[config.mk]
export PLATFORM = sky130hd
export DESIGN_NAME = mdr_mem_if_flat
export DESIGN_NICKNAME = d
export VERILOG_FILES = /design/src/rtl/mdr_mem_if_if.sv /design/src/rtl/mdr_mem_if.sv /design/src/flat_wrapper.sv
export SDC_FILE = /design/constraint.sdc
export NUM_CORES = 1
export LEC_CHECK = 0
export BUFFER_PORTS_ARGS = -buffer_cell sky130_fd_sc_hd__buf_4
export CAP_MARGIN = 20
export CORE_UTILIZATION = 52
export DETAILED_ROUTE_END_ITERATION = 10
export GPL_ROUTABILITY_DRIVEN = 0
export PLACE_DENSITY = 0.81
export SLEW_MARGIN = 20
export SYNTH_ARGS = -nofsm -noshare
export SYNTH_HDL_FRONTEND = slang
export SYNTH_SLANG_ARGS = --single-unit
[constraint.sdc]
create_clock -name clock -period 2.2 [get_ports clock]
set_clock_uncertainty 0.15 [all_clocks]
set_input_delay 0.22 -clock clock [delete_from_list [all_inputs] [get_ports clock]]
set_output_delay 0.22 -clock clock [all_outputs]
set_load 0.05 [all_outputs]
[src/rtl/mdr_mem_if_if.sv]
// mdr_mem_if_if: groups the bus and memory-port signals of mdr_mem_if.
//
// Parameters: DATA_WIDTH (register/bus/memory width, power of two, >= 16).
// Modports:
//   slave  - the mdr_mem_if block itself. It takes the command and bus inputs
//            and drives BusMuxIn and the memory request side.
//   master - the environment: the control unit, the datapath bus and the
//            memory chip.
// Signals:
//   MDRin, read, write, size[1:0], sign, offset[OFS_W-1:0] : command inputs
//   BusMuxOut, mem_rdata, mem_ready                        : data/handshake inputs
//   BusMuxIn, mem_wdata, mem_be, mem_req, mem_we           : data/request outputs
//   busy, done, err                                        : status outputs
interface mdr_mem_if_if #(
  parameter int DATA_WIDTH = 32
);
  localparam int LANES = DATA_WIDTH / 8;
  localparam int OFS_W = $clog2(LANES);

  logic                  MDRin;
  logic                  read;
  logic                  write;
  logic [1:0]            size;
  logic                  sign;
  logic [OFS_W-1:0]      offset;
  logic [DATA_WIDTH-1:0] BusMuxOut;
  logic [DATA_WIDTH-1:0] mem_rdata;
  logic                  mem_ready;

  logic [DATA_WIDTH-1:0] BusMuxIn;
  logic [DATA_WIDTH-1:0] mem_wdata;
  logic [LANES-1:0]      mem_be;
  logic                  mem_req;
  logic                  mem_we;
  logic                  busy;
  logic                  done;
  logic                  err;

  modport master (
    output MDRin, read, write, size, sign, offset, BusMuxOut, mem_rdata, mem_ready,
    input  BusMuxIn, mem_wdata, mem_be, mem_req, mem_we, busy, done, err
  );

  modport slave (
    input  MDRin, read, write, size, sign, offset, BusMuxOut, mem_rdata, mem_ready,
    output BusMuxIn, mem_wdata, mem_be, mem_req, mem_we, busy, done, err
  );
endinterface

[src/rtl/mdr_mem_if.sv]
// mdr_mem_if: memory data register with a built-in memory handshake controller.
//
// The register q loads either from the CPU bus (BusMuxOut) or from memory.
// Memory transfers can be byte, halfword or full width. They use byte-lane
// alignment, sign/zero extension on reads, wait states and a timeout.
//
// Parameters:
//   DATA_WIDTH : register/bus/memory width (power of two, >= 16)
//   INIT       : value of q after reset
//   WAIT_MAX   : number of mem_ready-low edges tolerated before abort (>= 1)
// Ports:
//   clock     : rising-edge clock
//   clear     : asynchronous active-low reset
//   bus       : mdr_mem_if_if.slave. Holds the command inputs, the bus data and
//               the memory port.
//   dbg_state : current controller state (IDLE=0, RD_WAIT=1, WR_WAIT=2, DONE=3)
//
// Handshake: the control unit issues a command as a one-cycle strobe while the
// controller is idle. The controller then holds mem_req (and mem_we, mem_be,
// mem_wdata) steady until it samples mem_ready high on a rising edge. That edge
// completes the transfer. A read captures mem_rdata only on that edge. done
// pulses for exactly one cycle afterwards. Commands arriving while busy are
// dropped, not queued.
module mdr_mem_if #(
  parameter int                    DATA_WIDTH = 32,
  parameter logic [DATA_WIDTH-1:0] INIT       = '0,
  parameter int                    WAIT_MAX   = 8
) (
  input  logic        clock,
  input  logic        clear,
  mdr_mem_if_if.slave bus,
  output logic [1:0]  dbg_state
);

  localparam int LANES = DATA_WIDTH / 8;
  localparam int OFS_W = $clog2(LANES);
  localparam int CNT_W = $clog2(WAIT_MAX + 1);

  typedef enum logic [1:0] {
    IDLE    = 2'd0,
    RD_WAIT = 2'd1,
    WR_WAIT = 2'd2,
    DONE    = 2'd3
  } state_t;

  state_t                state;
  logic [DATA_WIDTH-1:0] q;
  logic [CNT_W-1:0]      cnt;
  logic [1:0]            size_r;
  logic                  sign_r;
  logic [OFS_W-1:0]      ofs_r;
  logic                  err_r;
  logic                  done_r;
  logic                  req_r;
  logic                  we_r;
  logic [LANES-1:0]      be_r;
  logic [DATA_WIDTH-1:0] wdata_r;

  // ---------------------------------------------------------------------------
  // Start-of-transfer decode from the live command inputs
  // ---------------------------------------------------------------------------
  logic                  start_rd;
  logic                  start_mem;
  logic [1:0]            size_in;
  logic                  misaligned;
  logic [LANES-1:0]      be_in;
  logic [DATA_WIDTH-1:0] wdata_in;

  assign start_rd  = bus.MDRin && bus.read;
  assign start_mem = start_rd || bus.write;
  // size 3 is an alias of full width
  assign size_in   = (bus.size == 2'd3) ? 2'd2 : bus.size;

  always_comb begin
    misaligned = 1'b0;
    be_in      = '1;
    wdata_in   = q;
    case (size_in)
      2'd0: begin
        be_in    = LANES'(1) << bus.offset;
        wdata_in = {LANES{q[7:0]}};
      end
      2'd1: begin
        misaligned = bus.offset[0];
        be_in      = LANES'(3) << bus.offset;
        wdata_in   = {(LANES / 2){q[15:0]}};
      end
      default: begin
        misaligned = |bus.offset;
      end
    endcase
  end

  // ---------------------------------------------------------------------------
  // Read lane extraction, using the size/sign/offset latched at start
  // ---------------------------------------------------------------------------
  logic [OFS_W+2:0]      bit_ofs;
  logic [7:0]            rd_byte;
  logic [15:0]           rd_half;
  logic [DATA_WIDTH-1:0] rd_ext;

  assign bit_ofs = {ofs_r, 3'b000};
  assign rd_byte = 8'(bus.mem_rdata >> bit_ofs);
  assign rd_half = 16'(bus.mem_rdata >> bit_ofs);

  always_comb begin
    rd_ext = bus.mem_rdata;
    case (size_r)
      2'd0:    rd_ext = {{(DATA_WIDTH - 8){sign_r & rd_byte[7]}}, rd_byte};
      2'd1:    rd_ext = {{(DATA_WIDTH - 16){sign_r & rd_half[15]}}, rd_half};
      default: rd_ext = bus.mem_rdata;
    endcase
  end

  // ---------------------------------------------------------------------------
  // Controller FSM and registers
  // ---------------------------------------------------------------------------
  always_ff @(posedge clock or negedge clear) begin
    if (!clear) begin
      state   <= IDLE;
      q       <= INIT;
      cnt     <= '0;
      size_r  <= 2'd0;
      sign_r  <= 1'b0;
      ofs_r   <= '0;
      err_r   <= 1'b0;
      done_r  <= 1'b0;
      req_r   <= 1'b0;
      we_r    <= 1'b0;
      be_r    <= '0;
      wdata_r <= '0;
    end else begin
      case (state)
        IDLE: begin
          if (start_mem) begin
            size_r <= size_in;
            sign_r <= bus.sign;
            ofs_r  <= bus.offset;
            cnt    <= '0;
            if (misaligned) begin
              // No memory request is issued. Report the error and finish now.
              err_r  <= 1'b1;
              done_r <= 1'b1;
              state  <= DONE;
            end else begin
              err_r <= 1'b0;
              req_r <= 1'b1;
              be_r  <= be_in;
              if (start_rd) begin
                state <= RD_WAIT;
              end else begin
                we_r    <= 1'b1;
                wdata_r <= wdata_in;
                state   <= WR_WAIT;
              end
            end
          end else if (bus.MDRin) begin
            q <= bus.BusMuxOut;
          end
        end

        RD_WAIT, WR_WAIT: begin
          if (bus.mem_ready) begin
            // Ready wins even on the edge where the counter would expire.
            if (state == RD_WAIT) q <= rd_ext;
            req_r  <= 1'b0;
            we_r   <= 1'b0;
            be_r   <= '0;
            done_r <= 1'b1;
            state  <= DONE;
          end else begin
            cnt <= cnt + CNT_W'(1);
            if (cnt == CNT_W'(WAIT_MAX - 1)) begin
              err_r  <= 1'b1;
              req_r  <= 1'b0;
              we_r   <= 1'b0;
              be_r   <= '0;
              done_r <= 1'b1;
              state  <= DONE;
            end
          end
        end

        DONE: begin
          done_r <= 1'b0;
          state  <= IDLE;
        end

        default: begin
          state <= IDLE;
        end
      endcase
    end
  end

  assign bus.BusMuxIn  = q;
  assign bus.mem_wdata = wdata_r;
  assign bus.mem_be    = be_r;
  assign bus.mem_req   = req_r;
  assign bus.mem_we    = we_r;
  assign bus.busy      = (state != IDLE);
  assign bus.done      = done_r;
  assign bus.err       = err_r;
  assign dbg_state     = state;

endmodule

[src/flat_wrapper.sv]
// flat-port wrapper written by rule: the top's interface ports become plain ports
module mdr_mem_if_flat 
#(
  parameter int                    DATA_WIDTH = 32,
  parameter logic [DATA_WIDTH-1:0] INIT       = '0,
  parameter int                    WAIT_MAX   = 8
)
  (clock, clear, dbg_state, bus_MDRin, bus_read, bus_write, bus_size, bus_sign, bus_offset, bus_BusMuxOut, bus_mem_rdata, bus_mem_ready, bus_BusMuxIn, bus_mem_wdata, bus_mem_be, bus_mem_req, bus_mem_we, bus_busy, bus_done, bus_err);
  mdr_mem_if_if #(.DATA_WIDTH(DATA_WIDTH)) bus_i ();
  input  logic clock;
  input  logic clear;
  output logic [1:0] dbg_state;
  input wire logic [$bits(bus_i.MDRin)-1:0] bus_MDRin;
  input wire logic [$bits(bus_i.read)-1:0] bus_read;
  input wire logic [$bits(bus_i.write)-1:0] bus_write;
  input wire logic [$bits(bus_i.size)-1:0] bus_size;
  input wire logic [$bits(bus_i.sign)-1:0] bus_sign;
  input wire logic [$bits(bus_i.offset)-1:0] bus_offset;
  input wire logic [$bits(bus_i.BusMuxOut)-1:0] bus_BusMuxOut;
  input wire logic [$bits(bus_i.mem_rdata)-1:0] bus_mem_rdata;
  input wire logic [$bits(bus_i.mem_ready)-1:0] bus_mem_ready;
  output wire logic [$bits(bus_i.BusMuxIn)-1:0] bus_BusMuxIn;
  output wire logic [$bits(bus_i.mem_wdata)-1:0] bus_mem_wdata;
  output wire logic [$bits(bus_i.mem_be)-1:0] bus_mem_be;
  output wire logic [$bits(bus_i.mem_req)-1:0] bus_mem_req;
  output wire logic [$bits(bus_i.mem_we)-1:0] bus_mem_we;
  output wire logic [$bits(bus_i.busy)-1:0] bus_busy;
  output wire logic [$bits(bus_i.done)-1:0] bus_done;
  output wire logic [$bits(bus_i.err)-1:0] bus_err;
  assign bus_i.MDRin = bus_MDRin;
  assign bus_i.read = bus_read;
  assign bus_i.write = bus_write;
  assign bus_i.size = bus_size;
  assign bus_i.sign = bus_sign;
  assign bus_i.offset = bus_offset;
  assign bus_i.BusMuxOut = bus_BusMuxOut;
  assign bus_i.mem_rdata = bus_mem_rdata;
  assign bus_i.mem_ready = bus_mem_ready;
  assign bus_BusMuxIn = bus_i.BusMuxIn;
  assign bus_mem_wdata = bus_i.mem_wdata;
  assign bus_mem_be = bus_i.mem_be;
  assign bus_mem_req = bus_i.mem_req;
  assign bus_mem_we = bus_i.mem_we;
  assign bus_busy = bus_i.busy;
  assign bus_done = bus_i.done;
  assign bus_err = bus_i.err;
  mdr_mem_if #(.DATA_WIDTH(DATA_WIDTH), .INIT(INIT), .WAIT_MAX(WAIT_MAX)) u_core (.clock(clock), .clear(clear), .bus(bus_i), .dbg_state(dbg_state));
endmodule
# Yosys cells after proc, flatten, opt, wreduce, memory -nomap -nowiden
# Cells that the tools add are included.
classes:
  add_sub_neg: 1
  n_eq_ne: 18
  shifts: 3
  mux: 42
  n_bitwise: 4
  n_reduce_logical: 18
ops:
  columns: ["cell", "n"]
  rows:
  - ["32-bit case mux with 2 select lines", 3]
  - ["32-bit 2-to-1 mux", 4]
  - ["32-bit by 5-bit right shift with 16-bit output", 1]
  - ["4-bit 2-to-1 mux", 6]
  - ["4-bit case mux with 2 select lines", 3]
  - ["1-bit 2-to-1 mux", 14]
  - ["2-bit 2-to-1 mux", 6]
  - ["2-bit inequality test, second input constant", 6]
  - ["4-bit AND reduction", 3]
  - ["5-bit AND reduction", 2]
  - ["2-bit by 1-bit inequality test with 1-bit output, second input constant", 4]
  - ["1-bit case mux with 2 select lines", 4]
  - ["2-bit by 1-bit equality test with 1-bit output, second input constant", 3]
  - ["2-bit equality test, second input constant", 3]
  - ["2-bit logical NOT", 3]
  - ["2-bit case mux with 3 select lines", 1]
  - ["3-bit AND reduction", 2]
  - ["4-bit by 1-bit adder with 4-bit output, second input constant", 1]
  - ["4-bit by 3-bit equality test with 1-bit output, second input constant", 1]
  - ["2-bit AND reduction", 2]
  - ["2-bit nonzero test", 2]
  - ["2-bit OR reduction", 2]
  - ["1-bit by 2-bit left shift with 4-bit output, first input constant", 1]
  - ["2-bit by 2-bit left shift with 4-bit output, first input constant", 1]
  - ["6 further kinds", 8]
totals:
  ff_bits: 83
  in_bits: 75

# Longest topological paths before layout
# Gate-level depths: netlist of the first run.
logic_depth:
  word_depth: 7
  mapped_depth: 8

# Worst setup path before layout of the first run
# No wires, ideal clock.
synth_timing:
  path_kind: "register -> register"
  start: "reg u_core.state[0] (netlist: u_core.dbg_state[0])"
  end: "reg u_core.we_r (netlist: u_core.bus.mem_we)"
  setup_time_ns: 0.128
  t_arrival_ns: 2.177
  required_time_ns: 1.922
  slack_ns: -0.255
  path_stages_with_launch: 8
  period_less_slack_ns: 2.455
  path_cell_list: "dfrtp_1 -> inv_1 -> ha_1 -> buf_2 -> inv_2 -> nor2_1 -> a2111oi_1 -> mux2_1"
synth_via:
  elab_chain_len: 4
synth_lines:
  columns: ["element", "line", "rtl"]
  rows:
  - ["start: declaration", "mdr_mem_if.sv:46", "state_t state;"]
  - ["start signal: assignment", "mdr_mem_if.sv:120", "state <= IDLE;"]
  - ["start signal: assignment", "mdr_mem_if.sv:144", "state <= DONE;"]
  - ["start signal: assignment", "mdr_mem_if.sv:150", "state <= RD_WAIT;"]
  - ["2-bit equality test / 2-bit by 1-bit equality test with 1-bit output (equally long branches)", "mdr_mem_if.sv:133", "case (state)"]
  - ["2-bit OR reduction", "mdr_mem_if.sv:133", null]
  - ["3-bit by 2-bit inequality test with 1-bit output (no source line) / 2-bit nonzero test (equally long branches)", null, null]
  - ["5-bit AND reduction (no source line)", null, null]
  - ["end signal: assignment", "mdr_mem_if.sv:129", "we_r <= 1'b0;"]
  - ["end signal: assignment", "mdr_mem_if.sv:152", "we_r <= 1'b1;"]
  - ["end signal: assignment", "mdr_mem_if.sv:167", "we_r <= 1'b0;"]
  - ["end: declaration", "mdr_mem_if.sv:55", "logic we_r;"]
# Several ways; a longest one is shown, not always the timed one.
# A chain may end at the register's enable or synchronous reset.

# Worst setup path after layout of the first run
layout_timing:
  start: "in bus_offset[1]"
  end: "reg u_core.wdata_r[11] (netlist: u_core.bus.mem_wdata[11])"
layout_via:
  elab_chain_len: 4
layout_lines:
  columns: ["element", "line", "rtl"]
  rows:
  - ["start: declaration", "flat_wrapper.sv:18", "input wire logic [$bits(bus_i.offset)-1:0] bus_offset;"]
  - ["2-bit OR reduction", "mdr_mem_if.sv:89", "misaligned = |bus.offset;"]
  - ["1-bit case mux with 2 select lines", "mdr_mem_if.sv:78", "case (size_in)"]
  - ["1-bit inverter (no source line)", null, null]
  - ["4-bit AND reduction (no source line)", null, null]
  - ["end signal: assignment", "mdr_mem_if.sv:153", "wdata_r <= wdata_in;"]
  - ["end: declaration", "mdr_mem_if.sv:57", "logic [DATA_WIDTH-1:0] wdata_r;"]
# Every way passes these cells.

==> metrics.txt, run 1 <==
number of diodes 0; share of post-route cells with drive strength above 1 31.3%; die area 9650 um2; Slew @ Worst Pin 0.588 ns; setup bufs post-CTS 0; EDFF count, synth 0; Post-route DRC 9; Max FO, Critical Path 23; number of routed nets with antenna violations 0; clock buffer count from CTS 9; H-tree levels 3; Cells after Synth 522; Reg2Reg Setup Slack 0.12 ns; critical path class primary input to flop; crit-path cells dlygate4sd3_1 > buf_4 > a21oi_1 > o21ai_2 > or2_1 > buf_4 > o21ai_1; CTS tree done; via count approximately 4,800; Overall Global Routing Usage 31.7%; top cells by area, synth dfrtp_1 (43%), mux2i_1 (7.3%), o21ai_0 (5.6%); RR Startpoint u_core.dbg_state[1]$_DFFE_PN0P_; CTS Root Cell clkbuf_8; Setup TNS 0 ns; HP Class primary input to flop; CP Launch Type primary input; DRT iter0 DRCs approximately 420; clk buf depth 2; reg2reg end u_core.bus.mem_we$_DFFE_PN0P_; failing checks design-rule violations; largest net degree at the start of global routing 51; max_cap viols 0; Hold Vio Cnt, Final 0; total I/O pin count 150; Initial Utilization 54.4%; clock sinks 83; required time of the critical path 2.29 ns; crit path from bus_offset[1]; Max Clk Rate 0.471 GHz; YS warnings 0; syn avg cell area just over 9 um2; CP arrival 2.21 ns; Nets 740; Synth top area share 43.1%; WHS Path Cells 3; endpoint class of the critical path flop; Post-Syn Area slightly below 5000 um2; total core area 8850 um2; syn nets 602; DRT Pass-1 Iters 9; Rel. slew slack 60.8%; clock insertion delay at the later pin of the skew report 0.36 ns; final setup vio count 0; Max Slew Vio Count 0; clk slew on worst S/H paths roughly 0.090 ns; asr flop ratio synth 100%; Port Buf Inserts 149; #FFs+latches synth 83; most frequent cells in the layout buf_4 (164), dfrtp_1 (81), nand2_1 (65); slowest CP cell dlygate4sd3_1; Netlist cell types 50; worst hold path endpoint u_core.bus.BusMuxIn[26]$_DFFE_PN0P_; commonest non-fill, non-tap cell in the layout buf_4; post-synth top area cell dfrtp_1; via/cell ratio 6.16; WL/cell 19.4 um; vias in the first global route around 4,600; status complete, but fails checks; Die Wd 98.2 um; WL final between 15 and 20 mm; Area Growth Syn to Fin 30.9%; antenna violations before repair 0; num rows 34; CP most frequent cell buf_4; HPWL reported at the end of detailed placement 10.9 mm; crit share post-route between 90% and 100%; gr ovfl total 0; sequential fraction of the synthesis area 43.1%; RSZ-0062 raised after global routing false; Tmin final between 2 and 2.5 ns; FF-to-FF path depth 6; Most used DFF post-synth dfrtp_1; global-route wire length before repair 23.9 mm; die height just under 100 um; hold_sp bus_BusMuxOut[26]; slowest stage delay, CP roughly 0.53 ns
worst max-delay path, delay by kind of cell:
family                 cells  cell delay (ns)
buffers and inverters      3             1.02
AOI/OAI and AO/OA          3             0.48
and+or+nand+nor            1             0.48
cell families after synthesis:
| logic type | Yosys count | synth area share [%] |
|---|---|---|
| compound gates | 202 | 26.4 |
| xor+xnor | 2 | 0.364 |
| fa+ha+maj | 5 | 1.30 |
| buf+inv | 65 | 6.42 |
| flops | 83 | 43.1 |
| mux | 50 | 11.5 |
| simple gates | 115 | 10.9 |
state kept, by name, indices dropped and copies added (netlist names):
signal and flops:
u_core.bus.BusMuxIn 32, u_core.bus.mem_wdata 32, u_core.bus.mem_be 4, u_core.cnt 4, u_core.dbg_state 2, u_core.ofs_r 2
u_core.size_r 2, u_core.bus.done 1, u_core.bus.err 1, u_core.bus.mem_req 1, u_core.bus.mem_we 1, u_core.sign_r 1
layer usage:
layer	routed length [um]	GRT usage, %
met5	0	0
met4	405	10.9
met1	6120	44.5
met2	7120	50.2
met3	1370	4.94
repair_timing:
item | 4_1_cts | 5_1_grt
hold buffers | 8 | 0
endpoints found under the hold margin | 51 | 0
setup endpoints to repair | 0 | 1
resized for setup | 0 | 2
cell type report:
type / count / area, um2
clock buffers: 9 / 124
clock inverters: 7 / 76.3
fillers: 643 / 2550
inverters: 16 / 62.6
multi-input cells: 374 / 2440
flip-flops and latches: 83 / 2080
well taps: 108 / 135
repair buffers: 176 / 1380
synth_stat cells (2+ instances only):
| library cell | number |
|---|---|
| o211a_1 | 16 |
| dfrtp_1 | 83 |
| o21ai_1 | 53 |
| a2bb2oi_1 | 7 |
| a21o_1 | 3 |
| xnor2_1 | 2 |
| inv_1 | 14 |
| nand3_1 | 3 |
| o211ai_1 | 8 |
| ha_1 | 5 |
| mux2_1 | 4 |
| mux2_4 | 6 |
| nor2b_1 | 5 |
| buf_2 | 13 |
| o221ai_1 | 7 |
| or2_1 | 2 |
| a22oi_1 | 2 |
| clkbuf_1 | 24 |
| inv_2 | 2 |
| nand3b_1 | 7 |
| mux2i_1 | 35 |
| buf_4 | 9 |
| o22ai_1 | 2 |
| mux2_2 | 4 |
| nand2_1 | 65 |
| nand2b_1 | 7 |
| buf_6 | 2 |
| o31ai_1 | 2 |
| o32ai_1 | 2 |
| and2_1 | 2 |
| a21oi_1 | 34 |
| nor2_1 | 20 |
| o21ai_0 | 54 |
| o221a_1 | 2 |
per-stage QoR:
step | area [um2] | utilization [%] | hold WS (ns) | setup slack [ns] | cells
5_1_grt | 6300 | 71.2 | 0.0175 | 0.00214 | 773
2_1_floorplan | 4820 | - | -0.226 | 0.0185 | 522
3_3_place_gp | 6020 | 68.0 | 0.107 | 0.242 | 749
6_report | 6300 | 71.2 | 0.0000873 | 0.0775 | 773
3_5_place_dp | 6020 | 68.0 | 0.112 | 0.134 | 749
4_1_cts | 6300 | 71.2 | 0.00102 | 0.0950 | 773
worst max-delay path by stage:
stage | endpoint | slack, ns | depth (start not counted)
finish | u_core.bus.mem_wdata[11]$_DFFE_PN0P_ | 0.08 | 7
global route | u_core.bus.mem_we$_DFFE_PN0P_ | 0.002 | 6
CTS | u_core.bus.mem_wdata[11]$_DFFE_PN0P_ | 0.1 | 7
detailed placement | u_core.bus.mem_we$_DFFE_PN0P_ | 0.13 | 6
global placement | u_core.bus.mem_we$_DFFE_PN0P_ | 0.24 | 6
floorplan | u_core.bus.mem_be[0]$_DFFE_PN0P_ | 0.02 | 7
Power of run 1 is not shown: default switching activity piles up to over one toggle a cycle in this logic, so the estimate is an artifact.
==> inputs of run 2 (changes only) <==
CORE_UTILIZATION = 47   (was 52)
PLACE_DENSITY = 0.82   (was 0.81)
clock period = 1.9 ns   (was 2.2 ns; I/O delays follow)
==> run 2 against run 1 <==
  * The flow finishes with violations (negative setup slack)
  * Critical path depth is 2 lower
  * Non-clock buffer count is 35 higher
  * Worst hold slack better by 0.013 ns
  * Flip-flop and latch count stayed put
  * Die area is 10% higher
  * First-iteration DRC count is 53% higher
  * Cell area is 7.9% higher
  * Worst setup slack worse by 0.094 ns
  * Sequential share of layout area is 2.4 points lower
  * Highest routed layer unchanged
==> metrics.txt, run 2 (synthesis gave the netlist of run 1 again) <==
final setup vio count 3; share of post-route cells with drive strength above 1 32.8%; num rows 36; multi-input logic area 2510 um2; final setup margin -0.0166 ns; Initial Utilization 48.8%; clock buffer count from CTS 9; Max Clk Rate 0.522 GHz; Global Route met1 Usage between 40% and 50%; clk buf depth 2; filler cell count in the final layout 712; HP Class primary input to flop; number of routed nets with antenna violations 0; Slew @ Worst Pin 0.580 ns; Overall Global Routing Usage 31.5%; vias in the first global route 4,610; CTS tree done; Hold Vio Cnt, Final 0; endpoint class of the critical path flop; Die Wd about 100 um; status complete, but fails checks; die height 103 um; number of diodes 0; M3 GR Usage 4.10%; CP arrival 2.01 ns; HPWL reported at the end of detailed placement 11.5 mm; Placement Setup Slack -0.0369 ns; met2 Use GR 49.9%; Area Growth Syn to Fin 41.2%; commonest non-fill, non-tap cell in the layout buf_4; global-route wire length before repair 24.8 mm; critical path class flop to flop; clk slew on worst S/H paths 0.09 ns; required time of the critical path 1.99 ns; WL/cell 20.0 um; via count between 4,000 and 5,000; max_cap viols 0; H-tree levels 3; failing checks negative setup slack; total core area 9860 um2; DP Cell Count 780; post-route insts no fill 832; CTS Root Cell clkbuf_8; total I/O pin count 150; most frequent cells in the layout buf_4 (170), dfrtp_1 (79), nand2_1 (65); Max Slew Vio Count 0; antenna violations before repair 0; GRT busiest layer met2; gr ovfl total 0; Post-route DRC 0; DRT Pass-1 Iters 7; via/cell ratio 6.01; CP Launch Type flop; Port Buf Inserts 149; DRT iter0 DRCs 643; die area ~11,000 um2; clock sinks slightly above 80; Final Core Density 68.9%; RSZ-0062 raised after global routing true; Tmin final 1.92 ns; crit share post-route 101%; Nets 775; largest net degree at the start of global routing 59; WL final 16.6 mm; Rel. slew slack 61.3%; Sequential Area 2080 um2; clock insertion delay at the later pin of the skew report 0.36 ns; Max FO, Critical Path 8
-- run 2: final cells by class --
cell class,instances,area share (%)
inverters,16,1.10
well taps,133,2.45
multi-input cells,374,37.0
repair buffers,211,26.0
clock inverters,4,0.755
clock buffers,11,2.08
flip-flops and latches,83,30.6
-- run 2: layer usage --
layer  vias to the layer above  part of all wire, %  wire length [um]
met2                       348                   47              7850
li1                       2209                    -                 -
met1                      2382                   40              6610
met3                        58                  8.9              1490
met5                         -                    0                 0
met4                         0                  3.9               654
-- run 2: final timing paths --
path	startpoint	end	slack [ns]	depth (start not counted)
max reg2reg	u_core.ofs_r[1]$_DFFE_PN0P_	u_core.bus.BusMuxIn[25]$_DFFE_PN0P_	-0.02	5
min in group asynchronous	clear	u_core.bus.mem_we$_DFFE_PN0P_	0.14	2
max in group asynchronous	clear	u_core.bus.mem_wdata[8]$_DFFE_PN0P_	0.84	3
max	u_core.ofs_r[1]$_DFFE_PN0P_	u_core.bus.BusMuxIn[25]$_DFFE_PN0P_	-0.02	5
min	bus_BusMuxOut[4]	u_core.bus.BusMuxIn[4]$_DFFE_PN0P_	0.01	3
min reg2reg	u_core.bus.err$_DFFE_PN0P_	u_core.bus.err$_DFFE_PN0P_	0.36	1
-- run 2: timing repair --
action / in CTS / in global routing
pin swaps: 0 / 4
buffers inserted: 0 / 2
hold buffers: 33 / 0
hold endpoints to repair: 90 / 0
endpoints found under the setup margin: 26 / 53
gates cloned: 0 / 2
gates resized for setup: 3 / 11
-- run 2: critical path, stage by stage, from the launching register on --
cell and delay [ns]:
dfrtp_2 0.46, buf_4 0.16, a2111oi_4 0.48, buf_4 0.23, o211a_1 0.20, o21ai_1 0.10
-- run 2: stage by stage --
stage,hold slack [ns],instance area [um2],setup TNS [ns]
after global routing,0.00179,6800,-0.299
after global placement,-0.0197,6170,0
after floorplan,-0.256,4900,-0.741
after detailed placement,-0.0107,6170,-0.435
after CTS,0.00569,6700,0
final,0.0135,6800,-0.0317
Power of run 2 is left out for the same reason.
